## config.mk

```make
export PLATFORM = sky130hd
export DESIGN_NAME = io_request_bridge
export DESIGN_NICKNAME = d
export VERILOG_FILES = /design/src/rtl/io_request_bridge.sv
export SDC_FILE = /design/constraint.sdc
export NUM_CORES = 1
export LEC_CHECK = 0
export CAP_MARGIN = 20
export CORE_MARGIN = 5
export CORE_UTILIZATION = 42
export CTS_BUF_LIST = sky130_fd_sc_hd__clkbuf_8
export CTS_CLUSTER_SIZE = 14
export DETAILED_ROUTE_END_ITERATION = 6
export DONT_BUFFER_PORTS = 1
export MAX_ROUTING_LAYER = met4
export SYNTH_ARGS = -nofsm -noshare
export SYNTH_HDL_FRONTEND = slang
export SYNTH_SLANG_ARGS = --single-unit
```

## constraint.sdc

```tcl
create_clock -name main_clk -period 3.72 [get_ports main_clk]
set_input_delay 0.744 -clock main_clk [delete_from_list [all_inputs] [get_ports main_clk]]
set_output_delay 0.744 -clock main_clk [all_outputs]
set_load 0.005 [all_outputs]
```

## src/rtl/io_request_bridge.sv

```systemverilog
// io_request_bridge
//   Sequencer between the CPU memory port and the IO-mapped device block.
//   Accepts one request at a time (valid/ready). It drives the IO address,
//   control and data lines for exactly one cycle. For reads it waits out the IO
//   block's register pipeline, then returns the read word with a one-cycle
//   response pulse.
//
//   Optional build macro: IO_BRIDGE_VRAM_GUARD_EN. When it is defined, byte
//   writes to VRAM (addr[25:23]==1) are rejected with resp_error.
//
// Ports
//   main_clk, main_rst_n        clock, async active-low reset
//   req_valid/req_ready         request handshake (ready only in IDLE)
//   req_address/write/byte/data request payload
//   resp_valid/resp_data/error  one-cycle completion pulse + read data / error
//   io_address/control/data_out to IO block, non-zero only during ISSUE
//   io_data_in                  read data from IO block
module io_request_bridge #(
  parameter int READ_WAIT = 2
) (
  input  logic        main_clk,
  input  logic        main_rst_n,
  input  logic        req_valid,
  output logic        req_ready,
  input  logic [31:0] req_address,
  input  logic        req_write,
  input  logic        req_byte,
  input  logic [15:0] req_data,
  output logic        resp_valid,
  output logic [15:0] resp_data,
  output logic        resp_error,
  output logic [31:0] io_address,
  output logic [1:0]  io_control,
  output logic [15:0] io_data_out,
  input  logic [15:0] io_data_in
);

  localparam int CW = (READ_WAIT > 2) ? $clog2(READ_WAIT - 1) : 1;

  typedef enum logic [2:0] {IDLE, ISSUE, WAIT, CAPTURE, RESP} state_e;

  state_e         state_q, state_d;
  logic [CW-1:0]  cnt_q, cnt_d;
  logic           wr_q, wr_d;
  // Low while reset is asserted and in the clock edge that ends it. This keeps
  // req_ready at 0 during reset even though the state register already reads
  // IDLE.
  logic           live_q;

  logic [31:0]    io_address_q, io_address_d;
  logic [1:0]     io_control_q, io_control_d;
  logic [15:0]    io_data_out_q, io_data_out_d;
  logic           resp_valid_q, resp_valid_d;
  logic           resp_error_q, resp_error_d;
  logic [15:0]    resp_data_q, resp_data_d;

  logic           accept;
  logic           req_err;

  assign req_ready = (state_q == IDLE) && live_q;
  assign accept    = req_valid && req_ready;

  // Reject anything outside IO space. The guard build also rejects byte
  // writes to VRAM.
  always_comb begin
    req_err = !req_address[31];
`ifdef IO_BRIDGE_VRAM_GUARD_EN
    if (req_write && req_byte && (req_address[25:23] == 3'd1)) req_err = 1'b1;
`endif
  end

  // State register
  always_ff @(posedge main_clk or negedge main_rst_n) begin
    if (!main_rst_n) begin
      state_q <= IDLE;
      cnt_q   <= '0;
      wr_q    <= 1'b0;
      live_q  <= 1'b0;
    end else begin
      state_q <= state_d;
      cnt_q   <= cnt_d;
      wr_q    <= wr_d;
      live_q  <= 1'b1;
    end
  end

  // Next-state logic
  always_comb begin
    state_d = state_q;
    cnt_d   = cnt_q;
    wr_d    = wr_q;
    case (state_q)
      IDLE: begin
        if (accept) begin
          wr_d    = req_write;
          state_d = req_err ? RESP : ISSUE;
        end
      end
      ISSUE: begin
        cnt_d = '0;
        if (wr_q)               state_d = RESP;
        else if (READ_WAIT > 1) state_d = WAIT;
        else                    state_d = CAPTURE;
      end
      WAIT: begin
        if (cnt_q == CW'(READ_WAIT - 2)) state_d = CAPTURE;
        else                             cnt_d   = cnt_q + 1'b1;
      end
      CAPTURE: state_d = RESP;
      RESP:    state_d = IDLE;
      default: state_d = IDLE;
    endcase
  end

  // Output logic. Every output except req_ready is registered. The io_*
  // registers load the request on the accept edge, so they hold the latched
  // address, control and data during ISSUE and read zero in every other state.
  always_comb begin
    io_address_d  = '0;
    io_control_d  = '0;
    io_data_out_d = '0;
    if (accept && !req_err) begin
      io_address_d  = req_address;
      io_control_d  = {req_write, req_byte};
      io_data_out_d = req_byte ? {8'h00, req_data[7:0]} : req_data;
    end
    resp_valid_d = (state_d == RESP);
    resp_error_d = accept && req_err;
    // Byte-read data is already lane-selected by the IO block. It is passed
    // through unmodified.
    resp_data_d  = (state_q == CAPTURE) ? io_data_in : 16'h0000;
  end

  always_ff @(posedge main_clk or negedge main_rst_n) begin
    if (!main_rst_n) begin
      io_address_q  <= '0;
      io_control_q  <= '0;
      io_data_out_q <= '0;
      resp_valid_q  <= 1'b0;
      resp_error_q  <= 1'b0;
      resp_data_q   <= '0;
    end else begin
      io_address_q  <= io_address_d;
      io_control_q  <= io_control_d;
      io_data_out_q <= io_data_out_d;
      resp_valid_q  <= resp_valid_d;
      resp_error_q  <= resp_error_d;
      resp_data_q   <= resp_data_d;
    end
  end

  assign io_address  = io_address_q;
  assign io_control  = io_control_q;
  assign io_data_out = io_data_out_q;
  assign resp_valid  = resp_valid_q;
  assign resp_error  = resp_error_q;
  assign resp_data   = resp_data_q;

endmodule

```

# After elaboration in Yosys (flattened, before gate mapping)
# Cells that the tools add are included.
# op_classes
n_eq_ne	4
add_sub_neg	1
n_reduce_logical	8
muxes	12
# ops
operator	count
2-to-1 mux 16 bit	3
2-to-1 mux 32 bit	1
2-to-1 mux 3 bit	4
one-hot mux 3 bit (4 select lines)	1
== test 3 x 2 -> 1 bit, second input constant	2
logical AND 1 bit	4
== test 3 x 1 -> 1 bit, second input constant	1
== test 3 bit, second input constant	1
zero test 3 bit	1
2-to-1 mux 2 bit	1
one-hot mux 1 bit (2 select lines)	1
AND reduction 2 bit	1
nonzero test 2 bit	1
adder 1 bit, second input constant	1
zero test 1 bit	1
2-to-1 mux 1 bit	1
# totals
word_cells	35
regBits	74
inputBits	69

# Logic depth before layout (Yosys ltp)
# logic_depth
depth_word	6
ltp_mapped	5
ltp_nobuf	4

# Worst setup path before layout
# No wires, ideal clock.
# synth_timing
path_kind	register to output
start	register state_q[1]
end	output port req_ready
arrival_time_ps	825
n_path_buf	0
slack_ps	2151
required_ps	2976
stages_incl_launch_ff	3
cell_sequence	dfrtp_1 > nor3_4 > and2_1
# synth_via
elab_chain_cells	2
# synth_rtl
item	line	rtl
start: declaration	42	state_e state_q, state_d;
start signal: assignment	80	state_q <= state_d;
zero test 3 bit	60	assign req_ready = (state_q == IDLE) && live_q;
logical AND 1 bit	60	
end: declaration	24	output logic req_ready,
# Every way passes these cells.

# Worst setup path after layout
# Ends and elaborated chain as after synthesis.

==> results_dict.tcl <==
set metrics [dict create \
    ctsResizeCount 0 \
    vias 1182 \
    slew_headroom_pct 56.29 \
    final_core_util_pct 47.12 \
    ioPinCount 138 \
    syn2layout_area_growth_pct 8.252 \
    required_ns 2.98 \
    cts_tree "built" \
    ys_ff_latch 73 \
    final_cell_area_um2 2626 \
    crit_type "flop to output pin" \
    dp.cells 229 \
    start_util_pct 43.52 \
    netSwitchingPower_mw 0.3954 \
    cp-end-kind "output pin" \
    synth_common_cells "dfrtp_1 (73), and2_1 (58), nor3b_1 (8)" \
    rr_worst_depth 4 \
    synth_ff_type "dfrtp_1" \
    start_kind "flop" \
    power.density_nw_per_um2 602.3 \
    port-buffer-count 0 \
    clock_sinks 73 \
    p_comb_share_pct 8.7 \
    detail_route.first_pass.iterations 4 \
    drt_wl_total_mm 4.721 \
    setup_tns_ns 0 \
    fin_cells 244 \
    antenna_found_initial 0 \
    setup_ws_ns 1.729 \
    grt_overflow 0 \
    yosysMostFrequentCell "dfrtp_1" \
    drive_gt1_share_pct 9.884 \
    grt_pass1_vias 1333 \
    synth.top_cell.area_share_pct 75.30 \
    ant_nets 0 \
    synth-edff-count 0 \
    cp_max_fo 5 \
    power.total_mw 1.582 \
    rows 27 \
    die_height_um 86 \
    cts_root_buffer "clkbuf_8" \
    hp-class "primary input to async pin" \
    r2r_end "io_address[18]$_DFF_PN0_" \
    r2r-start "state_q[1]$_DFF_PN0_" \
    reg2reg_slack_ns 2.18 \
    power.share.clock_pct 31.9 \
    power.share.sequential_pct 59.4 \
    swShare_pct 25.00 \
    max_freq_ghz 0.5023 \
    first_iter_violations 20 \
    power.leakage_nw 1.327 \
    synth_cell_types 17 \
    ir_worst_vdd_v 0.0003664 \
    synthArstFlopShare_pct 100.0 \
    core_um2 5574 \
    clk_latency_ns 0.32 \
    hold_buffers 0 \
    hold_slack_ns 0.1053 \
    worstMarginPinSlew_ns 0.6533 \
    setup_violations 0 \
    fin_skew_ns 0.005406 \
    ys_warn_count 0 \
    grt_max_degree 74 \
    die-area_um2 7396 \
    finalNetCount 237 \
    synth.cell_area_um2 2426 \
    cts_buffers 9 \
    dp_slack_ns 2.009 \
    die_w_um 86 \
    rsz0062_at_grt "no" \
    cts_max_level 3 \
    yosysTopAreaCell "dfrtp_1" \
    syn_nets 232 \
    gp_congestion 0.8390 \
    avgRoutedWirePerCell_um 19.35 \
    internal_power_mw 1.186 \
    hold_viol_final 0 \
    synthCells 163 \
    place_area_um2 2464 \
    remaining_drc_errors 0 \
    status "complete, no violations" \
    cap_violations 0 \
    synth_seq_area_share_pct 75.30 \
    period_minus_slack_ns 1.991 \
    clockBufferDepth 2 \
    cts_setup_buffers 0 \
    fin_crit_sh_pct 53.51 \
    viasPerCell 4.844 \
    worst_ep_arrival_time_ns 1.25 \
    track_usage_pct 13.41 \
    n_antenna_cell 0 \
    grt_pass1_wl_mm 7.051 \
    synth.avg_cell_area_um2 14.88 \
    synthTopCellsByArea "dfrtp_1 (75%), and2_1 (15%), nor3b_1 (2.5%)" \
    clk_pin_slew_ns 0.07 \
    drv_slew 0 \
]
-- worst max-delay path: stages, from the launching register on --
cell,delay [ns]
dfrtp_1,0.45
nor3_4,0.29
and2_1,0.18
-- power by group through the flow --
stage / sequential [mW] / combinational, mW / clock, mW
after floorplan: 0.936 / 0.130 / 0
after global placement: 0.954 / 0.132 / 0
after detailed placement: 0.957 / 0.141 / 0
after CTS: 0.942 / 0.141 / 0.525
after global routing: 0.947 / 0.158 / 0.566
final: 0.939 / 0.138 / 0.505
-- cells by family after synthesis --
logic type | after synthesis | synth area share, %
AO/OA/AOI/OAI | 2 | 0.7222
buffers and inverters | 8 | 2.526
flip-flops | 73 | 75.30
multiplexers | 2 | 0.8767
other | 1 | 0.1546
AND/OR/NAND/NOR | 77 | 20.42
-- state kept, by name, indices dropped and copies added (netlist names) --
signal and flops:
io_address 32, io_data_out 16, resp_data 16, state_q 3
io_control 2, live_q 1, resp_error 1, resp_valid 1
wr_q 1
-- worst max path at each step --
stage,from,to,slack [ns],cells after the start
floorplan,state_q[1]$_DFF_PN0_,req_ready,2.15,2
global placement,req_address[31],io_address[14]$_DFF_PN0_,2.08,3
detailed placement,req_address[31],io_address[7]$_DFF_PN0_,2.01,3
CTS,state_q[1]$_DFF_PN0_,req_ready,1.70,2
global route,state_q[0]$_DFF_PN0_,req_ready,1.63,2
finish,state_q[1]$_DFF_PN0_,req_ready,1.73,2
-- placed cells by master, fill, tap and decap left out --
| cell | count |
|---|---|
| dfrtp_1 | 73 |
| clkbuf_8 | 10 |
| nor2_1 | 5 |
| inv_1 | 3 |
| mux2i_1 | 1 |
| nor3b_1 | 8 |
| and2_1 | 58 |
| nand2_1 | 3 |
| conb_1 | 1 |
| clkinv_2 | 3 |
| nand3_1 | 1 |
| nand4_4 | 1 |
| mux2_2 | 1 |
| clkinvlp_4 | 1 |
| o32ai_1 | 2 |
| nor3_4 | 1 |
-- area by class of cell --
class / instances / area, µm²
fill: 501 / 2948
tap: 72 / 90.09
sequential: 73 / 1827
clock buffer: 10 / 137.6
inverter: 2 / 8.758
multi-input combinational: 82 / 538.0
clock inverter: 5 / 25.02
-- routing by layer --
metal  vias up  share of wire, %  global-route usage, %
li1        516                 -                      -
met1       594                36                  14.30
met2        70                54                  21.72
met3         2               9.0                  6.148
met4         0              0.53                  5.180
met5         -                 0                      -
No activity file was read; power rests on OpenSTA's default activity.
